`src/rtl/axi_lite_arbiter_pkg.sv`:
```
// Shared definitions for the two-requester AXI4-Lite arbiter:
// transaction FSM encoding and AXI response codes.
package axi_lite_arbiter_pkg;

    typedef enum logic [2:0] {
        ST_IDLE,
        ST_RD_ADDR,
        ST_RD_DATA,
        ST_WR_ADDR_DATA,
        ST_WR_RESP
    } state_e;

    localparam logic [1:0] RESP_OKAY   = 2'b00;
    localparam logic [1:0] RESP_SLVERR = 2'b10;
    localparam logic [1:0] RESP_DECERR = 2'b11;

endpackage

```
`src/rtl/axi_lite_arbiter_rr_arb2.sv`:
```
// Two-way round-robin pick: a lone requester always wins, a tie goes to
// the requester that was not granted last.
module rr_arb2 (
    input  logic req0,
    input  logic req1,
    input  logic last_grant,
    output logic gnt_valid,
    output logic gnt
);

    always_comb begin
        gnt_valid = req0 | req1;
        if (req0 && req1) begin
            gnt = ~last_grant;
        end else begin
            gnt = req1;
        end
    end

endmodule

```
`src/rtl/axi_lite_arbiter.sv`:
```
// Shares one downstream AXI4-Lite port between two requesters, one
// transaction in flight at a time, grant held until the response handshake.
module axi_lite_arbiter
    import axi_lite_arbiter_pkg::*;
#(
    parameter int ADDR_WIDTH = 32,
    parameter int DATA_WIDTH = 32
) (
    input  logic                    clk,
    input  logic                    rstn,

    input  logic [ADDR_WIDTH-1:0]   s0_araddr,
    input  logic [2:0]              s0_arprot,
    input  logic                    s0_arvalid,
    output logic                    s0_arready,
    output logic [DATA_WIDTH-1:0]   s0_rdata,
    output logic [1:0]              s0_rresp,
    output logic                    s0_rvalid,
    input  logic                    s0_rready,
    input  logic [ADDR_WIDTH-1:0]   s0_awaddr,
    input  logic [2:0]              s0_awprot,
    input  logic                    s0_awvalid,
    output logic                    s0_awready,
    input  logic [DATA_WIDTH-1:0]   s0_wdata,
    input  logic [DATA_WIDTH/8-1:0] s0_wstrb,
    input  logic                    s0_wvalid,
    output logic                    s0_wready,
    output logic [1:0]              s0_bresp,
    output logic                    s0_bvalid,
    input  logic                    s0_bready,

    input  logic [ADDR_WIDTH-1:0]   s1_araddr,
    input  logic [2:0]              s1_arprot,
    input  logic                    s1_arvalid,
    output logic                    s1_arready,
    output logic [DATA_WIDTH-1:0]   s1_rdata,
    output logic [1:0]              s1_rresp,
    output logic                    s1_rvalid,
    input  logic                    s1_rready,
    input  logic [ADDR_WIDTH-1:0]   s1_awaddr,
    input  logic [2:0]              s1_awprot,
    input  logic                    s1_awvalid,
    output logic                    s1_awready,
    input  logic [DATA_WIDTH-1:0]   s1_wdata,
    input  logic [DATA_WIDTH/8-1:0] s1_wstrb,
    input  logic                    s1_wvalid,
    output logic                    s1_wready,
    output logic [1:0]              s1_bresp,
    output logic                    s1_bvalid,
    input  logic                    s1_bready,

    output logic [ADDR_WIDTH-1:0]   m_araddr,
    output logic [2:0]              m_arprot,
    output logic                    m_arvalid,
    input  logic                    m_arready,
    input  logic [DATA_WIDTH-1:0]   m_rdata,
    input  logic [1:0]              m_rresp,
    input  logic                    m_rvalid,
    output logic                    m_rready,
    output logic [ADDR_WIDTH-1:0]   m_awaddr,
    output logic [2:0]              m_awprot,
    output logic                    m_awvalid,
    input  logic                    m_awready,
    output logic [DATA_WIDTH-1:0]   m_wdata,
    output logic [DATA_WIDTH/8-1:0] m_wstrb,
    output logic                    m_wvalid,
    input  logic                    m_wready,
    input  logic [1:0]              m_bresp,
    input  logic                    m_bvalid,
    output logic                    m_bready
);

    state_e state_q, state_d;
    logic   gnt_q, gnt_d;
    logic   last_grant_q, last_grant_d;
    logic   aw_done_q, aw_done_d;
    logic   w_done_q, w_done_d;

    logic   req0, req1, arb_valid, arb_gnt, arb_is_wr;
    logic   in_rd_addr, in_rd_data, in_wr_ad, in_wr_resp;
    logic   sel_arvalid, sel_awvalid, sel_wvalid, sel_rready, sel_bready;

    // A requester's write needs both AW and W present before it counts.
    assign req0      = s0_arvalid | (s0_awvalid & s0_wvalid);
    assign req1      = s1_arvalid | (s1_awvalid & s1_wvalid);
    assign arb_is_wr = arb_gnt ? (s1_awvalid & s1_wvalid) : (s0_awvalid & s0_wvalid);

    rr_arb2 u_rr_arb2 (
        .req0       (req0),
        .req1       (req1),
        .last_grant (last_grant_q),
        .gnt_valid  (arb_valid),
        .gnt        (arb_gnt)
    );

    assign in_rd_addr = (state_q == ST_RD_ADDR);
    assign in_rd_data = (state_q == ST_RD_DATA);
    assign in_wr_ad   = (state_q == ST_WR_ADDR_DATA);
    assign in_wr_resp = (state_q == ST_WR_RESP);

    assign sel_arvalid = gnt_q ? s1_arvalid : s0_arvalid;
    assign sel_awvalid = gnt_q ? s1_awvalid : s0_awvalid;
    assign sel_wvalid  = gnt_q ? s1_wvalid  : s0_wvalid;
    assign sel_rready  = gnt_q ? s1_rready  : s0_rready;
    assign sel_bready  = gnt_q ? s1_bready  : s0_bready;

    assign m_araddr  = gnt_q ? s1_araddr : s0_araddr;
    assign m_arprot  = gnt_q ? s1_arprot : s0_arprot;
    assign m_awaddr  = gnt_q ? s1_awaddr : s0_awaddr;
    assign m_awprot  = gnt_q ? s1_awprot : s0_awprot;
    assign m_wdata   = gnt_q ? s1_wdata  : s0_wdata;
    assign m_wstrb   = gnt_q ? s1_wstrb  : s0_wstrb;

    assign m_arvalid = in_rd_addr & sel_arvalid;
    assign m_rready  = in_rd_data & sel_rready;
    assign m_awvalid = in_wr_ad & ~aw_done_q & sel_awvalid;
    assign m_wvalid  = in_wr_ad & ~w_done_q & sel_wvalid;
    assign m_bready  = in_wr_resp & sel_bready;

    // Response payloads fan out to both sides; only the valids are steered.
    assign s0_rdata   = m_rdata;
    assign s0_rresp   = m_rresp;
    assign s1_rdata   = m_rdata;
    assign s1_rresp   = m_rresp;
    assign s0_bresp   = m_bresp;
    assign s1_bresp   = m_bresp;

    assign s0_arready = in_rd_addr & ~gnt_q & m_arready;
    assign s1_arready = in_rd_addr &  gnt_q & m_arready;
    assign s0_rvalid  = in_rd_data & ~gnt_q & m_rvalid;
    assign s1_rvalid  = in_rd_data &  gnt_q & m_rvalid;
    assign s0_awready = in_wr_ad & ~aw_done_q & ~gnt_q & m_awready;
    assign s1_awready = in_wr_ad & ~aw_done_q &  gnt_q & m_awready;
    assign s0_wready  = in_wr_ad & ~w_done_q & ~gnt_q & m_wready;
    assign s1_wready  = in_wr_ad & ~w_done_q &  gnt_q & m_wready;
    assign s0_bvalid  = in_wr_resp & ~gnt_q & m_bvalid;
    assign s1_bvalid  = in_wr_resp &  gnt_q & m_bvalid;

    always_comb begin
        state_d      = state_q;
        gnt_d        = gnt_q;
        last_grant_d = last_grant_q;
        aw_done_d    = aw_done_q;
        w_done_d     = w_done_q;
        case (state_q)
            ST_IDLE: begin
                if (arb_valid) begin
                    gnt_d        = arb_gnt;
                    last_grant_d = arb_gnt;
                    state_d      = arb_is_wr ? ST_WR_ADDR_DATA : ST_RD_ADDR;
                end
            end
            ST_RD_ADDR: begin
                if (m_arvalid && m_arready) state_d = ST_RD_DATA;
            end
            ST_RD_DATA: begin
                if (m_rvalid && m_rready) state_d = ST_IDLE;
            end
            ST_WR_ADDR_DATA: begin
                // AW and W complete in any order, possibly in the same cycle.
                aw_done_d = aw_done_q | (m_awvalid & m_awready);
                w_done_d  = w_done_q  | (m_wvalid & m_wready);
                if (aw_done_d && w_done_d) begin
                    state_d   = ST_WR_RESP;
                    aw_done_d = 1'b0;
                    w_done_d  = 1'b0;
                end
            end
            ST_WR_RESP: begin
                if (m_bvalid && m_bready) state_d = ST_IDLE;
            end
            default: state_d = ST_IDLE;
        endcase
    end

    always_ff @(posedge clk) begin
        if (!rstn) begin
            state_q      <= ST_IDLE;
            gnt_q        <= 1'b0;
            last_grant_q <= 1'b1;
            aw_done_q    <= 1'b0;
            w_done_q     <= 1'b0;
        end else begin
            state_q      <= state_d;
            gnt_q        <= gnt_d;
            last_grant_q <= last_grant_d;
            aw_done_q    <= aw_done_d;
            w_done_q     <= w_done_d;
        end
    end

endmodule

```
`config.mk`:
```
export PLATFORM = sky130hd
export DESIGN_NAME = axi_lite_arbiter
export DESIGN_NICKNAME = d
export VERILOG_FILES = /design/src/rtl/axi_lite_arbiter_pkg.sv /design/src/rtl/axi_lite_arbiter_rr_arb2.sv /design/src/rtl/axi_lite_arbiter.sv
export SDC_FILE = /design/constraint.sdc
export NUM_CORES = 1
export LEC_CHECK = 0
export BUFFER_PORTS_ARGS = -buffer_cell sky130_fd_sc_hd__buf_2
export CORE_AREA = 2 2 177 179
export DETAILED_ROUTE_END_ITERATION = 6
export DIE_AREA = 0 0 179 181
export GPL_TIMING_DRIVEN = 0
export HOLD_SLACK_MARGIN = 0.12
export PLACE_DENSITY = 0.37
export SLEW_MARGIN = 40
export SYNTH_ARGS = -nofsm -noshare
export SYNTH_HDL_FRONTEND = slang
export SYNTH_SLANG_ARGS = --single-unit
```
`constraint.sdc`:
```
create_clock -name clk -period 1.94 [get_ports clk]
set_input_delay 0.097 -clock clk [delete_from_list [all_inputs] [get_ports clk]]
set_output_delay 0.097 -clock clk [all_outputs]
set_load 0.01 [all_outputs]
```
Word level (Yosys, flattened, before mapping)
Index checks and enable logic that the tools add are counted.
Word-level totals
  memories kept: 0
  ROM bits: 0
  word-level logic and storage cells: 84
  input port bits: 265
  memory bits (writable): 0
  register bits: 7
  output and inout bits: 193
  latch bits: 0
Cells by class
  muxes and demuxes: 22
  eq/ne operators: 9
  magnitude comparators: 0
  $mul: 0
  divide/modulo/power cells: 0
  reductions and logical operators: 8
  shift operators: 0
  add/subtract/negate cells: 0
  bitwise gates (word level): 40
Operators with widths (count)
  two-way mux 32 bit: 3
  bitwise AND 1 bit: 31
  two-way mux 3 bit: 7
  case mux 3 bit (5 select lines): 1
  two-way mux 1 bit: 9
  != test 2 x 1 -> 1 bit (second input constant): 4
  equality test 3 x 2 -> 1 bit (second input constant): 2
  logical AND 1 bit: 5
  bitwise OR 1 bit: 5
  AND reduction 5 bit: 1
  two-way mux 4 bit: 1
  inverter 1 bit: 4
  equality test 3 x 1 -> 1 bit (second input constant): 1
  equality test 3 bit (second input constant): 1
  logical NOT 3 bit: 1
  two-way mux 2 bit: 1
  != test 2 bit (second input constant): 1
  AND reduction 2 bit: 1

Longest topological paths before layout
Gate-level depths: netlist of run 1.
  depth after elaboration: 8
  gate-level depth with buffers: 6
  depth with buffers taken out: 5

Cells and area by module
Synthesis of run 1 repeated with hierarchy kept, for this count alone.
Second synthesis, totals
  cells, all modules: 280
  area, all modules: 2392.3 sq um
Modules (own cells, without submodules)
  axi_lite_arbiter: sequential area each 140.1 sq um, times used 1, area an instance 2378.5 sq um, cells an instance 278
  rr_arb2: sequential area each 0.0 sq um, times used 1, area an instance 13.8 sq um, cells an instance 2

Worst setup path before layout of run 1
Ideal clock, no wire load.
  kind: reg-to-reg
  start point: register gnt_q
  end point: register state_q[2]
  slack: 0.179 ns
  cell stages (with the launch flop): 7
  data required time: 1.825 ns
  path buffers: 1
  library setup time: 0.115 ns
  clock period less this slack: 1.761 ns
  arrival time: 1.646 ns
  cell sequence: dfxtp_1 > buf_6 > mux2_4 > a21o_1 > a2111oi_0 > nor2_1 > o21a_1
Between the ends
  word-level cells in the longest chain between the ends: 7
  elaborated cells between the ends (all ways): 23
  classes of those cells: 4 x eq/ne; 5 x mux; 9 x bitwise; 5 x reduce/logical
RTL lines
  from (decl): line axi_lite_arbiter.sv:74  | logic gnt_q, gnt_d;
  from (signal assigned): line axi_lite_arbiter.sv:185  | gnt_q <= gnt_d;
  two-way mux 1 bit (on tied branches): line axi_lite_arbiter.sv:102, axi_lite_arbiter.sv:103
  bitwise AND 1 bit (on tied branches): line axi_lite_arbiter.sv:116, axi_lite_arbiter.sv:117
  bitwise AND 1 bit (on tied branches): line axi_lite_arbiter.sv:161, axi_lite_arbiter.sv:162
  bitwise OR 1 bit (on tied branches): line axi_lite_arbiter.sv:161, axi_lite_arbiter.sv:162
  logical AND 1 bit: line axi_lite_arbiter.sv:163  | if (aw_done_d && w_done_d) begin
  != test 2 x 1 -> 1 bit (no line)
  AND reduction 5 bit (no line) *
  to (signal assigned): line axi_lite_arbiter.sv:184  | state_q <= state_d;
  to (decl): line axi_lite_arbiter.sv:73  | state_e state_q, state_d;
Every way passes the cells marked *; elsewhere a longest branch is shown, timed or not.
A chain may end at the register's enable or synchronous reset.

Final worst setup path of run 1
  start point: register gnt_q
  end point: register state_q[0]
Same word-level chain as after synthesis.

==> results of run 1 <==
==> worst reg2reg max path: stages (launching register included) <==
cell	delay, ns
dfxtp_4	0.35
buf_12	0.13
mux2_4	0.33
a21o_1	0.20
or4_4	0.48
a41o_1	0.27
o21ai_2	0.05
==> state kept, by name, summed over array words and instances (netlist names) <==
signal,count
gnt_q,1
last_grant_q,1
state_q,3
aw_done_q,1
w_done_q,1
==> worst min path at each step <==
stage / depth (start not counted) / endpoint / startpoint
2_1_floorplan: 1 / last_grant_q / rstn
3_3_place_gp: 2 / last_grant_q / rstn
3_5_place_dp: 2 / last_grant_q / rstn
4_1_cts: 2 / last_grant_q / rstn
5_1_grt: 2 / last_grant_q / rstn
6_report: 2 / last_grant_q / rstn
==> layout make-up <==
type | instances | share of cell area
Sequential cell | 7 | 0.02762
Tap cell | 396 | 0.09512
Timing Repair Buffer | 426 | 0.4165
Clock buffer | 4 | 0.01513
Multi-Input combinational cell | 179 | 0.3152
Inverter | 5 | 0.004324
Buffer | 86 | 0.1261
==> stage by stage <==
stage | cells | setup WS [ns] | instance area, um2
2_1_floorplan | 279 | 0.1792 | 2391
3_3_place_gp | 1096 | -1.116 | 4994
3_5_place_dp | 1096 | -0.7779 | 4995
4_1_cts | 1105 | 0.003913 | 5201
5_1_grt | 1103 | 0.006397 | 5209
6_report | 1103 | 0.06774 | 5209
==> per-layer routing <==
metal	wire length, um	vias to the layer above	track usage
met2	8573	264	0.1825
met5	27	-	0
met3	1651	6	0.01936
li1	-	1766	-
met4	57	4	0.009106
met1	4518	1565	0.07164
==> cells by family (layout without fill, tap and decap cells) <==
family / count (synthesis) / after routing / synth area share
DFF: 7 / 7 / 0.05861
muxes: 111 / 111 / 0.5222
AOI/OAI and AO/OA: 21 / 21 / 0.06174
and+or+nand+nor: 47 / 47 / 0.09524
buffers and inverters: 93 / 521 / 0.2622
==> where the power goes <==
group	switching (mW)	leakage (nW)	internal, mW
Sequential	0.0414	0.0581	0.177
Combinational	1.05	2.69	1.21
Clock	0.0748	0.0382	0.273
Total	1.17	2.79	1.66
==> cell usage after synthesis <==
cell type	number
clkbuf_1	15
nor3b_1	5
a211oi_1	1
o21ai_2	1
nand3_1	1
nand3b_1	1
nor2_1	16
a41o_1	1
dfxtp_1	7
mux2_4	1
a2bb2oi_1	1
buf_6	1
o41ai_1	1
buf_4	72
a21oi_1	3
o21a_1	2
mux2_2	106
a21o_1	3
nor3_1	5
nor4_1	1
o21ai_0	3
or4_1	1
o211ai_1	2
nand2b_1	1
and2_1	1
a31oi_1	2
mux2i_1	4
nand2_1	11
nor2b_1	4
a2111oi_0	1
inv_1	5
==> repair_timing <==
action | 4_1_cts | 5_1_grt
setup buffers | 4 | 0
gates cloned | 1 | 0
gates resized for setup | 22 | 8
pin swaps | 0 | 1
endpoints found under the setup margin | 85 | 27
==> metrics, run 1 <==
outcome finished clean; initial DRC count 41; Post-Synthesis Cells 279; area leader, netlist mux2_2; crit-path max FO 5; post-synth top area share 0.4992; total negative slack 0 ns; Seq cells post-synth 7; layout net count 973; leading cell types in the layout, fill and taps excluded buf_2 (421), mux2_2 (106), buf_4 (76), nor2_1 (15), nand2_1 (11); # H-tree levels 1; Util after Layout 0.1716; CTS Buf Count 3; I/O pin count 458; clock buffer depth 2; Peak Freq 534.1 MHz; Power, Total 2.827 mW; Slew headroom 0.6530; Synth Net Count 544; total grt overflow 0; Critical Path Source gnt_q; FF-to-FF setup slack 0.07 ns; Post-CTS Hold Fix Bufs 0; WP depth 6; layout cells sized above 1 0.8883; via/cell ratio 3.268; Worst Skew 0.002935 ns; slowest CP cell or4_4; filler instances 3467; core footprint 0.03035 mm2; synth top area cells mux2_2 (50%), buf_4 (23%), dfxtp_1 (5.9%); largest net degree at the start of global routing 11; most common cell after layout, fill and taps aside buf_2; clock sinks 7; PortBufs 421; CTS tree yes; Arr. time, crit path 2.03 ns; distinct cell type count after synthesis 31; Power Density 542.8 mW/mm2; Register Area 143.9 um2; critical path startpoint category flip-flop; Largest stage delay, worst path 0.48 ns; Die Y 181 um; Area Growth Syn to Fin 117.8%; fin crit share 0.9651; mapped cell area 0.002391 mm2; vias after detailed routing 3605; Overall Global Routing Usage 0.08184; Hold Crit Class input port to flip-flop; Max Slew Vio Count 0; Row Count 64; sequential share of the synthesized area 0.05861; DR DRC count 0; Slew @ Worst Pin 0.5205 ns; Hold WS 0.1397 ns; Leak Pwr 2.787 nW; DR pass1 iterations 4; Worst-path clk slew 0.04 ns; Register-to-Register Path Depth 6; clock latency at the later pin of the worst-skew pair 0.23 ns; post-route minimum period 1.872 ns; cell breakdown of the critical path buf_12 > mux2_4 > a21o_1 > or4_4 > a41o_1 > o21ai_2; Die ar. 0.03240 mm2; DR WL/cell 13.44 um; Worst setup EP type flip-flop; initial antenna violation count 2; CP required 2.10 ns; worst setup path endpoint state_q[0]; final WL 14830 um; delay-heaviest family, CP compound AO/OA/AOI/OAI gates; multi-input logic area 0.001642 mm2; Reg-to-Reg Start gnt_q; Diodes inserted 0; Final setup viols 0; critical path class flip-flop to flip-flop; Max Cap Viol 0; Detailed Place HPWL 13380 um; Synth Warn # 0; clk root buf clkbuf_16; Final Hold Violating Endpoints 0; initial core utilization 0.07878; maximum VDD drop 0.2343 mV; CP bufs+invs 1; RSZ-0062 raised after global routing false; global-route wire length before repair 19750 um; Worst R2R End state_q[0]; Final ANT Viol Nets 0; vias in the first global route 3607; syn avg cell area 8.570 um2; GP Congestion 0.7638; DIE WIDTH 179 um
No activity file was read; power rests on OpenSTA's default activity.
==> run 2, diff against run 1 <==
--- a/config.mk
+++ b/config.mk
@@ -11,8 +11,9 @@
 export DIE_AREA = 0 0 179 181
 export GPL_TIMING_DRIVEN = 0
 export HOLD_SLACK_MARGIN = 0.12
-export PLACE_DENSITY = 0.37
+export PLACE_DENSITY_LB_ADDON = 0.15
 export SLEW_MARGIN = 40
 export SYNTH_ARGS = -nofsm -noshare
 export SYNTH_HDL_FRONTEND = slang
+export SYNTH_HIERARCHICAL = 1
 export SYNTH_SLANG_ARGS = --single-unit
==> run 2 against run 1 <==
Effect of this change:
- final area down 0.96%
- clock-buffer cell count down 1
- worst setup slack better by 0.014 ns
==> metrics, run 2 <==
outcome finished clean (unchanged); most common cell after layout, fill and taps aside buf_2 (unchanged); Final setup viols 0 (unchanged); prevailing post-synth register cell dfxtp_1 (unchanged); Seq cells post-synth 7 (unchanged); most instantiated cells after synthesis mux2_2 (108), buf_4 (73), clkbuf_1 (16), nor2_1 (16), nand2_1 (8) (was mux2_2 (106), buf_4 (72), nor2_1 (16), clkbuf_1 (15), nand2_1 (11)); total grt overflow 0 (unchanged); Final Hold Violating Endpoints 0 (unchanged); Final ANT Viol Nets 0 (unchanged); Worst-path clk slew 0.04 ns (about the same); Die ar. 0.03240 mm2 (unchanged); post-synth top area share 0.5084 (was 0.4992); post-route minimum period 1.858 ns (was 1.872 ns); vias in the first global route 3601 (was 3607); DR pass1 iterations 6 (was 4); Arr. time, crit path 1.76 ns (was 2.03 ns); Peak Freq 538.2 MHz (was 534.1 MHz); layout net count 974 (was 973); Synth Warn # 6 (was 0); critical path startpoint category flip-flop (unchanged); Slew headroom 0.6222 (was 0.6530); sequential share of the synthesized area 0.05858 (was 0.05861); global-route wire length before repair 21980 um (was 19750 um); initial core utilization 0.07883 (was 0.07878); design area 0.005159 mm2 (was 0.005209 mm2); Die Y 181 um (unchanged); Worst Skew 0.003582 ns (was 0.002935 ns); RSZ-0062 raised after global routing true (was false); I/O pin count 458 (unchanged); EDFF count, synth 0 (unchanged); synth top area cells mux2_2 (51%), buf_4 (23%), dfxtp_1 (5.9%) (was mux2_2 (50%), buf_4 (23%), dfxtp_1 (5.9%)); vias after detailed routing 3576 (was 3605); core footprint 0.03035 mm2 (unchanged); CTS Buf Count 3 (unchanged); hold path start rstn (unchanged); crit-path max FO 10 (was 5); max reg flops 3 (unchanged); Largest stage delay, worst path 0.45 ns (was 0.48 ns); area leader, netlist mux2_2 (unchanged); clk root buf clkbuf_16 (unchanged); Worst R2R End state_q[1] (was state_q[0]); distinct cell type count after synthesis 28 (was 31); Reg-to-Reg Start gnt_q (unchanged); maximum VDD drop 0.2637 mV (was 0.2343 mV); DR WL/cell 15.05 um (was 13.44 um); initial antenna violation count 1 (was 2); CP required 1.84 ns (was 2.10 ns); cell with the most instances after synthesis mux2_2 (unchanged); Hold WS 0.2163 ns (was 0.1397 ns); Max Cap Viol 0 (unchanged); DIE WIDTH 179 um (unchanged); Post-Synthesis Cells 280 (was 279); FF-to-FF setup slack 0.17 ns (was 0.07 ns); Synth Net Count 545 (was 544); slowest CP cell clkbuf_1 (was or4_4); Overall Global Routing Usage 0.09341 (was 0.08184); Post-CTS Hold Fix Bufs 0 (unchanged); clock buffer depth 2 (unchanged); Worst setup EP type output port (was flip-flop); DR DRC count 0 (unchanged); filler instances 3522 (was 3467); cell breakdown of the critical path buf_8 > clkbuf_1 > mux2_2 > buf_2 (was buf_12 > mux2_4 > a21o_1 > or4_4 > a41o_1 > o21ai_2); Power Density 647.5 mW/mm2 (was 542.8 mW/mm2); Leak Pwr 2.772 nW (was 2.787 nW); Diodes inserted 0 (unchanged); fin crit share 0.9578 (was 0.9651); mapped cell area 0.002392 mm2 (was 0.002391 mm2); Register-to-Register Path Depth 7 (was 6); initial DRC count 62 (was 41); Util after Layout 0.1700 (was 0.1716); Max Slew Vio Count 0 (unchanged); via/cell ratio 3.239 (was 3.268); Row Count 64 (unchanged); final WL 16610 um (was 14830 um); worst hold endpoint last_grant_q (unchanged); PortBufs 420 (was 421); clock latency at the later pin of the worst-skew pair 0.23 ns (about the same); layout cells sized above 1 0.8828 (was 0.8883); largest net degree at the start of global routing 11 (unchanged); Power, Total 3.340 mW (was 2.827 mW); critical path class flip-flop to output port (was flip-flop to flip-flop); clock sinks 7 (unchanged); Area Growth Syn to Fin 115.6% (was 117.8%); Slew @ Worst Pin 0.5666 ns (was 0.5205 ns); Placed Area 0.004996 mm2 (was 0.004995 mm2); syn avg cell area 8.544 um2 (was 8.570 um2); leading cell types in the layout, fill and taps excluded buf_2 (421), mux2_2 (108), buf_4 (75), nor2_1 (16), nand2_1 (8) (was buf_2 (421), mux2_2 (106), buf_4 (76), nor2_1 (15), nand2_1 (11)); hold path depth 2 (unchanged); Hold Crit Class input port to flip-flop (unchanged); register with the most flip-flops state_q (unchanged); Async SR Flop Fraction 0 (unchanged); CTS tree yes (unchanged); GP Congestion 0.6922 (was 0.7638); Detailed Place HPWL 15460 um (was 13380 um); # H-tree levels 1 (unchanged)
## run 2: cell count changes after synthesis, moves of 2 or more
cell	previous run	this run
o21a_1	2	0
nand2_1	11	8
a21oi_1	3	6
nand3_1	1	4
nor3b_1	5	1
nor2b_1	4	6
a31oi_1	2	0
a21o_1	3	1
nand2b_1	1	4
mux2_2	106	108
## run 2: cell families after synthesis
group | count (synthesis) | synth area share
and+or+nand+nor | 49 | 0.09990
DFF | 7 | 0.05858
buffers and inverters | 93 | 0.2605
AOI/OAI and AO/OA | 18 | 0.05178
muxes | 113 | 0.5293
## run 2: timing repair
item                       4_1_cts  5_1_grt
gates resized for setup         17       10
pin swaps                        1        2
setup endpoints to repair       93       44
setup buffers                    1        2
## run 2: power by group
group	leakage [nW]	internal, mW	total, mW	switching (mW)
combinational	2.67	1.44	2.77	1.34
sequential	0.0573	0.185	0.213	0.0277
clock	0.0409	0.271	0.353	0.0819
total	2.77	1.89	3.34	1.45
## run 2: routing by layer
| metal | vias up | track usage | wire length [um] |
|---|---|---|---|
| met1 | 1535 | 0.08655 | 5402 |
| met2 | 272 | 0.2032 | 9517 |
| met3 | 4 | 0.01957 | 1600 |
| met4 | 0 | 0.01268 | 90 |
| met5 | - | 0 | 0 |
| li1 | 1765 | - | - |
## run 2: layout make-up
class	count	area, um2	area share
tap	396	495.5	0.09605
sequential	7	140.1	0.02716
buffer	89	654.4	0.1268
multi-input combinational	180	1644	0.3187
clock inverter	1	5.005	0.0009702
inverter	4	15.01	0.002911
timing repair buffer	424	2130	0.4128
clock buffer	3	75.07	0.01455
## run 2: critical path: cells and delay by family, from the launching register on
kind                   cells  cell delay [ns]
buffers and inverters      3             0.75
muxes                      1             0.44
DFF                        1             0.33
## run 2: through the flow
stage / setup TNS (ns) / setup slack (ns) / std cells
after floorplan: 0 / 0.06275 / 280
after global placement: -34.95 / -0.5679 / 1096
after detailed placement: -9.165 / -0.2430 / 1097
after CTS: 0 / 0.01113 / 1102
after global routing: -0.04015 / -0.01713 / 1104
final: 0 / 0.08186 / 1104
## run 2: worst max path at each step
stage	from	endpoint	cells past startpoint
floorplan	gnt_q	state_q[1]	6
global placement	gnt_q	s1_arready	6
detailed placement	state_q[1]	state_q[1]	6
CTS	gnt_q	m_araddr[13]	4
global route	gnt_q	gnt_q	7
finish	gnt_q	m_araddr[13]	4
==> run 3, diff against run 2 <==
--- a/config.mk
+++ b/config.mk
@@ -5,10 +5,10 @@
 export SDC_FILE = /design/constraint.sdc
 export NUM_CORES = 1
 export LEC_CHECK = 0
-export BUFFER_PORTS_ARGS = -buffer_cell sky130_fd_sc_hd__buf_2
-export CORE_AREA = 2 2 177 179
+export CORE_AREA = 2 2 180 182
 export DETAILED_ROUTE_END_ITERATION = 6
-export DIE_AREA = 0 0 179 181
+export DIE_AREA = 0 0 182 184
+export DONT_BUFFER_PORTS = 1
 export GPL_TIMING_DRIVEN = 0
 export HOLD_SLACK_MARGIN = 0.12
 export PLACE_DENSITY_LB_ADDON = 0.15
==> run 3 against run 2 <==
Effect of this change:
- fmax shrank 0.25%
- sequential cell count is the same
- die area grew 3.4%
- sequential share of layout area grew 1.9 points
- first-iteration DRC count shrank 4.8%
- critical path type is now flip-flop to flip-flop
- largest cell class is now multi-input combinational cells
==> metrics, run 3 (synthesis results as in run 2) <==
Power Density 852.5 mW/mm2 (was 647.5 mW/mm2); Die Y 184 um (was 181 um); DR DRC count 0 (unchanged); Power, Total 2.600 mW (was 3.340 mW); Overall Global Routing Usage 0.07111 (was 0.09341); Max Slew Vio Count 0 (unchanged); largest net degree at the start of global routing 12 (was 11); Row Count 65 (was 64); fin crit share 0.9602 (was 0.9578); Metal-1 WL 3832 um (was 5402 um); clock buffer depth 2 (unchanged); filler instances 3639 (was 3522); core footprint 0.03139 mm2 (was 0.03035 mm2); layout net count 551 (was 974); # H-tree levels 1 (unchanged); uppermost layer routed met5 (was met4); vias in the first global route 2221 (was 3601); CP required 2.10 ns (was 1.84 ns); Area Growth Syn to Fin 27.51% (was 115.6%); Worst Skew 0.003354 ns (was 0.003582 ns); clock latency at the later pin of the worst-skew pair 0.23 ns (about the same); CTS Buf Count 3 (unchanged); met2 routed WL 7939 um (was 9517 um); Die ar. 0.03349 mm2 (was 0.03240 mm2); Worst-path clk slew 0.04 ns (about the same); Final Hold Violating Endpoints 0 (unchanged); DR pass1 iterations 4 (was 6); Worst setup EP type flip-flop (was output port); Slew headroom 0.5466 (was 0.6222); clock sinks 7 (unchanged); global-route wire length before repair 16390 um (was 21980 um); Arr. time, crit path 2.02 ns (was 1.76 ns); max reg flops 3 (unchanged); initial antenna violation count 10 (was 1); Detailed Place HPWL 12720 um (was 15460 um); DR WL/cell 19.90 um (was 15.05 um); post-route minimum period 1.863 ns (was 1.858 ns); Slew @ Worst Pin 0.6786 ns (was 0.5666 ns); Final ANT Viol Nets 0 (unchanged); DIE WIDTH 182 um (was 179 um); total negative slack 0 ns (unchanged); critical path startpoint category flip-flop (unchanged); initial core utilization 0.07621 (was 0.07883); most common cell after layout, fill and taps aside mux2_2 (was buf_2); leading cell types in the layout, fill and taps excluded mux2_2 (108), buf_4 (74), nor2_1 (16), clkbuf_2 (8), nand2_1 (8) (was buf_2 (421), mux2_2 (108), buf_4 (75), nor2_1 (16), nand2_1 (8)); multi-input logic area 0.001639 mm2 (was 0.001644 mm2); RSZ-0062 raised after global routing false (was true); Peak Freq 536.8 MHz (was 538.2 MHz); outcome finished clean (unchanged); clk root buf clkbuf_16 (unchanged); PortBufs 0 (was 420); total grt overflow 0 (unchanged); register with the most flip-flops state_q (unchanged); layout cells sized above 1 0.6947 (was 0.8828); Placed Area 0.002900 mm2 (was 0.004996 mm2); Register Area 140.1 um2 (unchanged); critical path class flip-flop to flip-flop (was flip-flop to output port); met3 WL 1357 um (was 1600 um); crit-path max FO 10 (unchanged); GP Congestion 0.7071 (was 0.6922); Max Cap Viol 0 (unchanged); CTS tree yes (unchanged); initial DRC count 59 (was 62); Hold WS 0.2128 ns (was 0.2163 ns); Leak Pwr 1.069 nW (was 2.772 nW); design area 0.003050 mm2 (was 0.005159 mm2); final WL 13890 um (was 16610 um); via/cell ratio 3.226 (was 3.239); I/O pin count 458 (unchanged); vias after detailed routing 2252 (was 3576); Final setup viols 0 (unchanged); Hold Crit Class input port to flip-flop (unchanged); Post-CTS Hold Fix Bufs 0 (unchanged); maximum VDD drop 0.2835 mV (was 0.2637 mV)
run 3: cell count changes in the layout (fill, tap and decap cells not counted), moves of 3 or more:
cell      delta
clkbuf_4     -6
buf_2      -421
diode_2     +11
clkbuf_1     +3
clkbuf_2     +3
run 3: worst paths after layout:
path         startpoint  slack [ns]    endpoint  cells after the start
min reg2reg    w_done_q        0.53    w_done_q                      2
min            m_wready        0.21    w_done_q                      3
max               gnt_q        0.08  state_q[1]                      7
max reg2reg       gnt_q        0.08  state_q[1]                      7
run 3: repair_timing:
| action | in CTS | in global routing |
|---|---|---|
| buffers inserted | 2 | 0 |
| endpoints found under the setup margin | 80 | 0 |
| resized for setup | 14 | 0 |
run 3: metal layers:
metal	up-vias	track usage
met1	1000	0.05802
li1	932	-
met5	-	0
met4	2	0.04613
met3	36	0.01426
met2	282	0.1508
run 3: where the power goes:
part / internal [mW] / total [mW] / switching [mW]
Sequential: 0.185 / 0.242 / 0.0565
Clock: 0.274 / 0.356 / 0.0822
Combinational: 0.889 / 2.00 / 1.11
Total: 1.35 / 2.60 / 1.25
run 3: through the flow:
| step | std cells | utilization | setup WS (ns) |
|---|---|---|---|
| 2_1_floorplan | 280 | - | 0.06275 |
| 3_3_place_gp | 682 | 0.09223 | -0.5804 |
| 3_5_place_dp | 683 | 0.09239 | -0.3342 |
| 4_1_cts | 687 | 0.09629 | 0.05436 |
| 5_1_grt | 697 | 0.09709 | 0.002999 |
| 6_report | 698 | 0.09717 | 0.07714 |
run 3: area by class of cell:
type | count | area share
multi-input combinational | 180 | 0.5373
tap | 402 | 0.1649
antenna | 11 | 0.009024
sequential | 7 | 0.04594
timing repair buffer | 2 | 0.004922
clock buffer | 4 | 0.02584
buffer | 88 | 0.2071
inverter | 4 | 0.004922
run 3: critical path, stage by stage, from the launching register on:
cell and delay, ns:
dfxtp_1 0.33, buf_8 0.17, mux2_2 0.37, a221oi_1 0.25
a222oi_1 0.13, buf_4 0.20, o21ai_0 0.12, mux2i_1 0.23
